File: config.mk
export PLATFORM = sky130hd
export DESIGN_NAME = keypad_scan_flat
export DESIGN_NICKNAME = d
export VERILOG_FILES = /design/src/rtl/keypad_scan_pkg.sv /design/src/rtl/keypad_scan_if.sv /design/src/rtl/keypad_scan_tick.sv /design/src/rtl/keypad_scan.sv /design/src/flat_wrapper.sv
export SDC_FILE = /design/constraint.sdc
export NUM_CORES = 1
export LEC_CHECK = 0
export CAP_MARGIN = 0
export CORE_MARGIN = 5
export CORE_UTILIZATION = 25
export CTS_CLUSTER_DIAMETER = 80
export DETAILED_ROUTE_END_ITERATION = 8
export SLEW_MARGIN = 10
export SYNTH_ARGS = -nofsm -noshare
export SYNTH_HDL_FRONTEND = slang
export SYNTH_SLANG_ARGS = --single-unit
File: constraint.sdc
create_clock -name clk -period 3.1 [get_ports clk]
set_input_delay 0.31 -clock clk [delete_from_list [all_inputs] [get_ports clk]]
set_output_delay 0.31 -clock clk [all_outputs]
set_load 0.1 [all_outputs]
File: src/rtl/keypad_scan_pkg.sv
`default_nettype none
// ============================================================================
// Module      : keypad_pkg
// Description : Shared types, sizes and helper functions for the 4x4 matrix
//               keypad scanner (state encoding, row/column index widths,
//               key-code mapping, column drive decode, lowest-low-row pick).
// Ports       : none (package)
// Revision    : 1.0  initial release
// ============================================================================
package keypad_pkg;

  localparam int ROWS   = 4;
  localparam int COLS   = 4;
  localparam int KEY_W  = 4;
  localparam int ROW_IW = $clog2(ROWS);
  localparam int COL_IW = $clog2(COLS);

  typedef enum logic [1:0] {
    SCAN     = 2'd0,
    DEBOUNCE = 2'd1,
    PRESSED  = 2'd2,
    RELEASE  = 2'd3
  } state_t;

  // Key code is row-major: row*COLS + col.
  function automatic logic [KEY_W-1:0] key_code_of(input logic [ROW_IW-1:0] row,
                                                   input logic [COL_IW-1:0] col);
    return KEY_W'(int'(row) * COLS + int'(col));
  endfunction

  // One-hot active-low column drive for a column index.
  function automatic logic [COLS-1:0] col_drive(input logic [COL_IW-1:0] idx);
    return ~(COLS'(1) << idx);
  endfunction

  // Index of the lowest-numbered row that is pulled low; 0 when none is low.
  function automatic logic [ROW_IW-1:0] lowest_low(input logic [ROWS-1:0] r);
    logic [ROW_IW-1:0] idx;
    idx = '0;
    for (int i = ROWS - 1; i >= 0; i--) begin
      if (!r[i]) idx = ROW_IW'(i);
    end
    return idx;
  endfunction

endpackage
`default_nettype wire

File: src/rtl/keypad_scan_if.sv
`default_nettype none
// ============================================================================
// Module      : keypad_scan_if
// Description : Key delivery bus between the keypad scanner and the
//               application. key_code/key_valid form a valid/ready holding
//               register; key_held and overrun are status outputs.
// Ports       : key_code  [KEY_W] accepted key (row*4 + col)
//               key_valid         key_code holds an unconsumed key
//               key_ready         consumer accepts key when both high
//               key_held          debounced key currently pressed
//               overrun           one-cycle pulse on a dropped key
//               modport master : scanner side, modport slave : consumer side
// Revision    : 1.0  initial release
// ============================================================================
interface keypad_scan_if;
  import keypad_pkg::*;

  logic [KEY_W-1:0] key_code;
  logic             key_valid;
  logic             key_ready;
  logic             key_held;
  logic             overrun;

  modport master (
    output key_code,
    output key_valid,
    input  key_ready,
    output key_held,
    output overrun
  );

  modport slave (
    input  key_code,
    input  key_valid,
    output key_ready,
    input  key_held,
    input  overrun
  );

endinterface
`default_nettype wire

File: src/rtl/keypad_scan_tick.sv
`default_nettype none
// ============================================================================
// Module      : keypad_tick
// Description : Scan-rate prescaler. Counts 0 .. SCAN_DIV-1 and wraps;
//               tick is high for the one clk cycle where the count is
//               SCAN_DIV-1.
// Ports       : clk      system clock
//               reset_n  asynchronous active-low reset
//               tick     scan tick strobe
// Revision    : 1.0  initial release
// ============================================================================
module keypad_tick #(
  parameter int SCAN_DIV = 50_000
) (
  input  logic clk,
  input  logic reset_n,
  output logic tick
);

  localparam int CNT_W = (SCAN_DIV > 1) ? $clog2(SCAN_DIV) : 1;

  logic [CNT_W-1:0] count;

  assign tick = (count == CNT_W'(SCAN_DIV - 1));

  always_ff @(posedge clk or negedge reset_n) begin
    if (!reset_n) begin
      count <= '0;
    end else if (tick) begin
      count <= '0;
    end else begin
      count <= count + 1'b1;
    end
  end

endmodule
`default_nettype wire

File: src/rtl/keypad_scan.sv
`default_nettype none
// ============================================================================
// Module      : keypad_scan
// Description : 4x4 active-low matrix keypad scanner. Drives one column low
//               at a time, samples synchronized rows on scan ticks, debounces
//               a single press/release and offers the key code through a
//               valid/ready holding register.
//               Optional auto-repeat enabled by macro KEYPAD_SCAN_REPEAT_EN.
// Ports       : clk      system clock
//               reset_n  asynchronous active-low reset
//               row_n    [4] keypad rows, active-low, asynchronous
//               col_n    [4] one-hot active-low column drive
//               key_if   keypad_scan_if.master (key_code, key_valid,
//                        key_ready, key_held, overrun)
// Revision    : 1.0  initial release
// ============================================================================
module keypad_scan
  import keypad_pkg::*;
#(
  parameter int SCAN_DIV    = 50_000,
  parameter int DB_CNT      = 20,
  parameter int REPEAT_DLY  = 500,
  parameter int REPEAT_RATE = 100
) (
  input  logic              clk,
  input  logic              reset_n,
  input  logic [ROWS-1:0]   row_n,
  output logic [COLS-1:0]   col_n,
  keypad_scan_if.master     key_if
);

  localparam int DB_W = $clog2(DB_CNT + 1);

  logic              tick;
  logic [ROWS-1:0]   rs_meta;
  logic [ROWS-1:0]   rs;

  state_t            state, state_n;
  logic [COL_IW-1:0] col_idx, col_idx_n;
  logic [ROW_IW-1:0] cand_row, cand_row_n;
  logic [DB_W-1:0]   db_cnt, db_cnt_n;
  logic              held_n;
  logic              offer;
  logic              enter_pressed;
  logic              rpt_fire;

  logic              any_low;
  logic              cand_low;
  logic              db_last;

  keypad_tick #(.SCAN_DIV(SCAN_DIV)) u_tick (
    .clk     (clk),
    .reset_n (reset_n),
    .tick    (tick)
  );

  // Two-flop synchronizer; rows idle high through board pull-ups.
  always_ff @(posedge clk or negedge reset_n) begin
    if (!reset_n) begin
      rs_meta <= '1;
      rs      <= '1;
    end else begin
      rs_meta <= row_n;
      rs      <= rs_meta;
    end
  end

  assign any_low  = (rs != '1);
  assign cand_low = !rs[cand_row];
  // db_cnt is about to reach DB_CNT on this tick.
  assign db_last  = (db_cnt == DB_W'(DB_CNT - 1));

  always_ff @(posedge clk or negedge reset_n) begin
    if (!reset_n) begin
      state           <= SCAN;
      col_idx         <= '0;
      col_n           <= col_drive('0);
      cand_row        <= '0;
      db_cnt          <= '0;
      key_if.key_held <= 1'b0;
    end else begin
      state           <= state_n;
      col_idx         <= col_idx_n;
      col_n           <= col_drive(col_idx_n);
      cand_row        <= cand_row_n;
      db_cnt          <= db_cnt_n;
      key_if.key_held <= held_n;
    end
  end

  always_comb begin
    state_n       = state;
    col_idx_n     = col_idx;
    cand_row_n    = cand_row;
    db_cnt_n      = db_cnt;
    held_n        = key_if.key_held;
    offer         = 1'b0;
    enter_pressed = 1'b0;

    if (tick) begin
      unique case (state)
        SCAN: begin
          if (!any_low) begin
            col_idx_n = col_idx + 1'b1;
          end else begin
            // Column stays frozen on the candidate until the release completes.
            cand_row_n = lowest_low(rs);
            db_cnt_n   = DB_W'(1);
            if (DB_CNT == 1) begin
              state_n       = PRESSED;
              held_n        = 1'b1;
              offer         = 1'b1;
              enter_pressed = 1'b1;
            end else begin
              state_n = DEBOUNCE;
            end
          end
        end

        DEBOUNCE: begin
          if (any_low && (lowest_low(rs) == cand_row)) begin
            db_cnt_n = db_cnt + 1'b1;
            if (db_last) begin
              state_n       = PRESSED;
              held_n        = 1'b1;
              offer         = 1'b1;
              enter_pressed = 1'b1;
            end
          end else begin
            state_n = SCAN;
          end
        end

        PRESSED: begin
          if (!cand_low) begin
            db_cnt_n = DB_W'(1);
            if (DB_CNT == 1) begin
              state_n   = SCAN;
              col_idx_n = col_idx + 1'b1;
              held_n    = 1'b0;
            end else begin
              state_n = RELEASE;
            end
          end else begin
            offer = rpt_fire;
          end
        end

        RELEASE: begin
          if (!cand_low) begin
            db_cnt_n = db_cnt + 1'b1;
            if (db_last) begin
              state_n   = SCAN;
              col_idx_n = col_idx + 1'b1;
              held_n    = 1'b0;
            end
          end else begin
            // Bounce back to pressed without re-offering the key.
            state_n = PRESSED;
          end
        end

        default: state_n = SCAN;
      endcase
    end
  end

`ifdef KEYPAD_SCAN_REPEAT_EN
  localparam int RPT_MAX = (REPEAT_DLY > REPEAT_RATE) ? REPEAT_DLY : REPEAT_RATE;
  localparam int RPT_W   = $clog2(RPT_MAX + 1);

  logic [RPT_W-1:0] rpt_cnt;
  logic [RPT_W-1:0] rpt_inc;
  logic [RPT_W-1:0] rpt_limit;
  logic             rpt_phase;   // 0: waiting initial delay, 1: repeating

  assign rpt_inc   = rpt_cnt + 1'b1;
  assign rpt_limit = rpt_phase ? RPT_W'(REPEAT_RATE) : RPT_W'(REPEAT_DLY);
  assign rpt_fire  = tick && (state == PRESSED) && cand_low && (rpt_inc == rpt_limit);

  // Cleared only on entry from the debounce path, so a release bounce
  // (PRESSED->RELEASE->PRESSED) keeps the accumulated delay.
  always_ff @(posedge clk or negedge reset_n) begin
    if (!reset_n) begin
      rpt_cnt   <= '0;
      rpt_phase <= 1'b0;
    end else if (enter_pressed) begin
      rpt_cnt   <= '0;
      rpt_phase <= 1'b0;
    end else if (tick && (state == PRESSED) && cand_low) begin
      if (rpt_fire) begin
        rpt_cnt   <= '0;
        rpt_phase <= 1'b1;
      end else begin
        rpt_cnt <= rpt_inc;
      end
    end
  end
`else
  logic unused_repeat;

  assign rpt_fire      = 1'b0;
  assign unused_repeat = ^{enter_pressed, 32'(REPEAT_DLY), 32'(REPEAT_RATE)};
`endif

  // Holding register: reload (on free slot or same-cycle consume) wins over
  // clear; an offer that finds the slot full is dropped with an overrun pulse.
  always_ff @(posedge clk or negedge reset_n) begin
    if (!reset_n) begin
      key_if.key_code  <= '0;
      key_if.key_valid <= 1'b0;
      key_if.overrun   <= 1'b0;
    end else begin
      key_if.overrun <= 1'b0;
      if (offer) begin
        if (!key_if.key_valid || key_if.key_ready) begin
          key_if.key_code  <= key_code_of(cand_row_n, col_idx);
          key_if.key_valid <= 1'b1;
        end else begin
          key_if.overrun <= 1'b1;
        end
      end else if (key_if.key_valid && key_if.key_ready) begin
        key_if.key_valid <= 1'b0;
      end
    end
  end

endmodule
`default_nettype wire

File: src/flat_wrapper.sv
// flat-port wrapper written by rule: the top's interface ports become plain ports
module keypad_scan_flat import keypad_pkg::*;
#(
  parameter int SCAN_DIV    = 50_000,
  parameter int DB_CNT      = 20,
  parameter int REPEAT_DLY  = 500,
  parameter int REPEAT_RATE = 100
)
  (clk, reset_n, row_n, col_n, key_if_key_code, key_if_key_valid, key_if_key_ready, key_if_key_held, key_if_overrun);
  keypad_scan_if key_if_i ();
  input  logic clk;
  input  logic reset_n;
  input  logic [ROWS-1:0] row_n;
  output logic [COLS-1:0] col_n;
  output wire logic [$bits(key_if_i.key_code)-1:0] key_if_key_code;
  output wire logic [$bits(key_if_i.key_valid)-1:0] key_if_key_valid;
  input wire logic [$bits(key_if_i.key_ready)-1:0] key_if_key_ready;
  output wire logic [$bits(key_if_i.key_held)-1:0] key_if_key_held;
  output wire logic [$bits(key_if_i.overrun)-1:0] key_if_overrun;
  assign key_if_key_code = key_if_i.key_code;
  assign key_if_key_valid = key_if_i.key_valid;
  assign key_if_i.key_ready = key_if_key_ready;
  assign key_if_key_held = key_if_i.key_held;
  assign key_if_overrun = key_if_i.overrun;
  keypad_scan #(.SCAN_DIV(SCAN_DIV), .DB_CNT(DB_CNT), .REPEAT_DLY(REPEAT_DLY), .REPEAT_RATE(REPEAT_RATE)) u_core (.clk(clk), .reset_n(reset_n), .row_n(row_n), .col_n(col_n), .key_if(key_if_i));
endmodule
==> flow_metrics.env <==
export IMPL_synth_avg_cell_area_um2=11.3
export IMPL_p_per_area_nw_per_um2=408
export IMPL_cts_setup_buffers=0
export IMPL_cts_tree="yes"
export IMPL_hold_slack_ns=0.176
export IMPL_placed_cell_area_um2=2470
export IMPL_overflow=0
export IMPL_period_needed_ns=2.53
export IMPL_crit_path_end_kind="flip-flop"
export IMPL_skew_ns=0.0108
export IMPL_cts_clk_slew_worst_paths_ns=0.09
export IMPL_p_int_mw=0.823
export IMPL_antenna_found_initial=0
export IMPL_syn_inst=193
export IMPL_fin_nets=229
export IMPL_regArea_um2=1160
export IMPL_maxSlewViolCount=0
export IMPL_cts_buffers=5
export IMPL_avgViaCountPerCell=4.65
export IMPL_min_path_type="in -> async"
export IMPL_maxSlewHeadroom_pct=33.3
export IMPL_ant_nets=0
export IMPL_wl_per_cell_um=12.9
export IMPL_synth_compound_area_share_pct=9.61
export IMPL_p_leak_nw=1.09
export IMPL_htreeDepth=2
export IMPL_grt_pass1_wl_um=7330
export IMPL_hold_buffers=0
export IMPL_vdd_drop_max_mv=0.153
export IMPL_cts_sinks=46
export IMPL_maxCapViolations=0
export IMPL_layout_drive_gt1_share_pct=20.3
export IMPL_synthMuxAreaShare_pct=4.09
export IMPL_async_flop_share_pct=100
export IMPL_grt_pass1_vias=1544
export IMPL_synthAdderAreaFrac_pct=3.45
export IMPL_gp_congestion=0.779
export IMPL_antenna_diode_count=0
export IMPL_die_h_um=103
export IMPL_num_vias=1512
export IMPL_cp_required_ns=3.29
export IMPL_die_x_um=103
export IMPL_synth_top_family_by_area="simple AND/OR/NAND/NOR gates"
export IMPL_p_switching_mw=0.226
export IMPL_max_clock_freq_mhz=395
export IMPL_row_count=34
export IMPL_setup_violations=0
export IMPL_clockBufferDepth=2
export IMPL_start_kind="flip-flop"
export IMPL_synthSimpleGateAreaFrac_pct=21.9
export IMPL_crit_fanout=5
export IMPL_synth_nets=206
export IMPL_finalCritPeriodShare_pct=81.7
export IMPL_numPortBuffers=17
export IMPL_p_comb_share_pct=2.3
export IMPL_netlist_area_um2=2170
export IMPL_hpwl_um=3050
export IMPL_core_area_um2=8590
export IMPL_synth_xor_area_share_pct=5.64
export IMPL_clockPowerShare_pct=39.2
export IMPL_clk_latency_ns=0.30
export IMPL_dieArea_um2=10700
export IMPL_p_total_mw=1.05
export IMPL_synth_cell_types=46
export IMPL_critPathKind="reg -> reg"
export IMPL_first_pass_iters=4
export IMPL_synth_warnings=0
export IMPL_tns_ns=0
export IMPL_critPathArrivalTime_ns=2.73
export IMPL_yosysSeqAreaShare_pct=53.6
export IMPL_rsz0062_at_grt="false"
export IMPL_synth_edff_count=0
export IMPL_outcome="finished, final reports clean"
export IMPL_routed_wirelength_um=4180
export IMPL_drc=0
export IMPL_cts_resized=0
export IMPL_cts_root_buf="clkbuf_8"
export IMPL_worst_pin_slew_ns=1.00
export IMPL_ys_seq_elements=46
export IMPL_final_area_um2=2570
export IMPL_multi_input_area_um2=972
export IMPL_ios=18
export IMPL_area_delta_synth_final_pct=18.4
export IMPL_p_seq_share_pct=58.5
export IMPL_nFillCells=886
export IMPL_drt_iter0_markers=19
export IMPL_grtUsageTotal_pct=8.89
export IMPL_final_core_util_pct=30.0
export IMPL_ys_flop_type="dfrtp_1"
export IMPL_finalHoldViolations=0
export IMPL_grt_start_max_net_pins=47
export IMPL_p_sw_share_pct=21.6
export IMPL_start_util_pct=25.3
cell families (layout without fill, tap and decap cells):
kind of cell,after synthesis,after routing
xor gates and xnor gates,14,14
muxes,7,7
DFF,46,46
buffers and inverters,10,34
adders and majority gates,6,6
AOI/OAI and AO/OA,31,31
and+or+nand+nor,79,79
cells in the final DEF, fill, tap and decap left out, types with 3 or more instances in the layout:
cell type / Yosys / final
ha_1: 6 / 6
inv_1: 7 / 7
xor2_1: 8 / 8
nor3_1: 4 / 4
xnor2_1: 6 / 6
nand3_1: 8 / 8
a31oi_1: 7 / 7
nand2_1: 12 / 12
nand4_1: 4 / 4
clkdlybuf4s50_1: 0 / 12
nand2b_1: 4 / 4
buf_4: 0 / 6
clkbuf_8: 0 / 7
mux2_2: 5 / 5
nor4bb_1: 3 / 3
o31ai_1: 5 / 5
dfrtp_1: 35 / 35
o21ai_0: 4 / 4
nor2_1: 18 / 18
or4_1: 3 / 3
dfstp_2: 11 / 11
a21oi_1: 6 / 6
sequential cells by signal (all words and copies together), names as in the netlist:
name                     cells
u_core.key_if.overrun        1
u_core.col_idx               2
u_core.u_tick.count         16
u_core.key_if.key_held       1
u_core.cand_row              2
u_core.state                 2
u_core.col_n                 4
u_core.key_if.key_valid      1
u_core.db_cnt                5
u_core.key_if.key_code       4
u_core.rs                    4
u_core.rs_meta               4
per-stage QoR:
stage / std cells / setup slack, ns
after floorplan: 193 / 0.812
after global placement: 317 / 0.699
after detailed placement: 317 / 0.583
after CTS: 325 / 0.565
after global routing: 325 / 0.315
final: 325 / 0.568
synth_stat cells, types with 2 or more instances:
cell type,n,area share [%]
nand4_1,4,1.2
dfstp_2,11,13
nor2b_1,2,0.58
o21ai_2,2,0.81
or2_2,2,0.58
nand2_1,12,2.1
mux2_2,5,2.6
nor3_1,4,0.92
or4_1,3,1.0
a21oi_1,6,1.4
nor4bb_1,3,1.4
and4_1,2,0.81
nor4_1,2,0.58
o21ai_0,4,0.92
nand2b_1,4,1.2
a31oi_1,7,2.0
o31ai_1,5,1.7
o41ai_1,2,0.81
clkbuf_1,3,0.52
xor2_1,8,3.2
and3_1,2,0.58
ha_1,6,3.5
dfrtp_1,35,40
nand3_1,8,1.8
inv_1,7,1.2
xnor2_1,6,2.4
nor2_1,18,3.1
and2_1,2,0.58
final timing paths:
check | from | to | slack, ns | cells past startpoint
worst max-delay path | u_core.u_tick.count[7]$_DFF_PN0_ | u_core.key_if.key_code[0]$_DFFE_PN0P_ | 0.57 | 5
min in group clk | u_core.rs_meta[0]$_DFF_PN1_ | u_core.rs[0]$_DFF_PN1_ | 0.36 | 0
worst min-delay path | reset_n | u_core.u_tick.count[1]$_DFF_PN0_ | 0.18 | 1
worst max register to register | u_core.u_tick.count[7]$_DFF_PN0_ | u_core.key_if.key_code[0]$_DFFE_PN0P_ | 0.57 | 5
worst min register to register | u_core.rs_meta[0]$_DFF_PN1_ | u_core.rs[0]$_DFF_PN1_ | 0.36 | 0
max in group asynchronous | reset_n | u_core.u_tick.count[9]$_DFF_PN0_ | 2.31 | 1
worst max-delay path: stages, from the launching register on:
cell and delay, ns:
dfrtp_1 0.44, or4b_4 0.58, nor4_1 0.42, nand2_1 0.13, nor3_1 0.45, mux2_2 0.40
layout make-up:
class | instances | area share [%]
inverter | 7 | 1.02
multi-input combinational | 137 | 37.8
tap | 108 | 5.25
sequential | 46 | 45.3
timing repair buffer | 19 | 6.61
clock buffer | 7 | 3.74
clock inverter | 1 | 0.340
metal layers:
layer	GRT usage, %	part of all wire (%)
met5	0	0
met4	3.78	2.2
met3	2.48	5.3
met2	14.4	48
met1	11.1	45
power by group through the flow:
stage,clock [mW],sequential [mW],combinational (mW)
final,0.411,0.614,0.0236
after CTS,0.424,0.614,0.0252
after global routing,0.445,0.616,0.0277
after detailed placement,0,0.625,0.0253
after floorplan,0,0.623,0.00609
after global placement,0,0.625,0.0249
(Power assumes the default switching activity.)
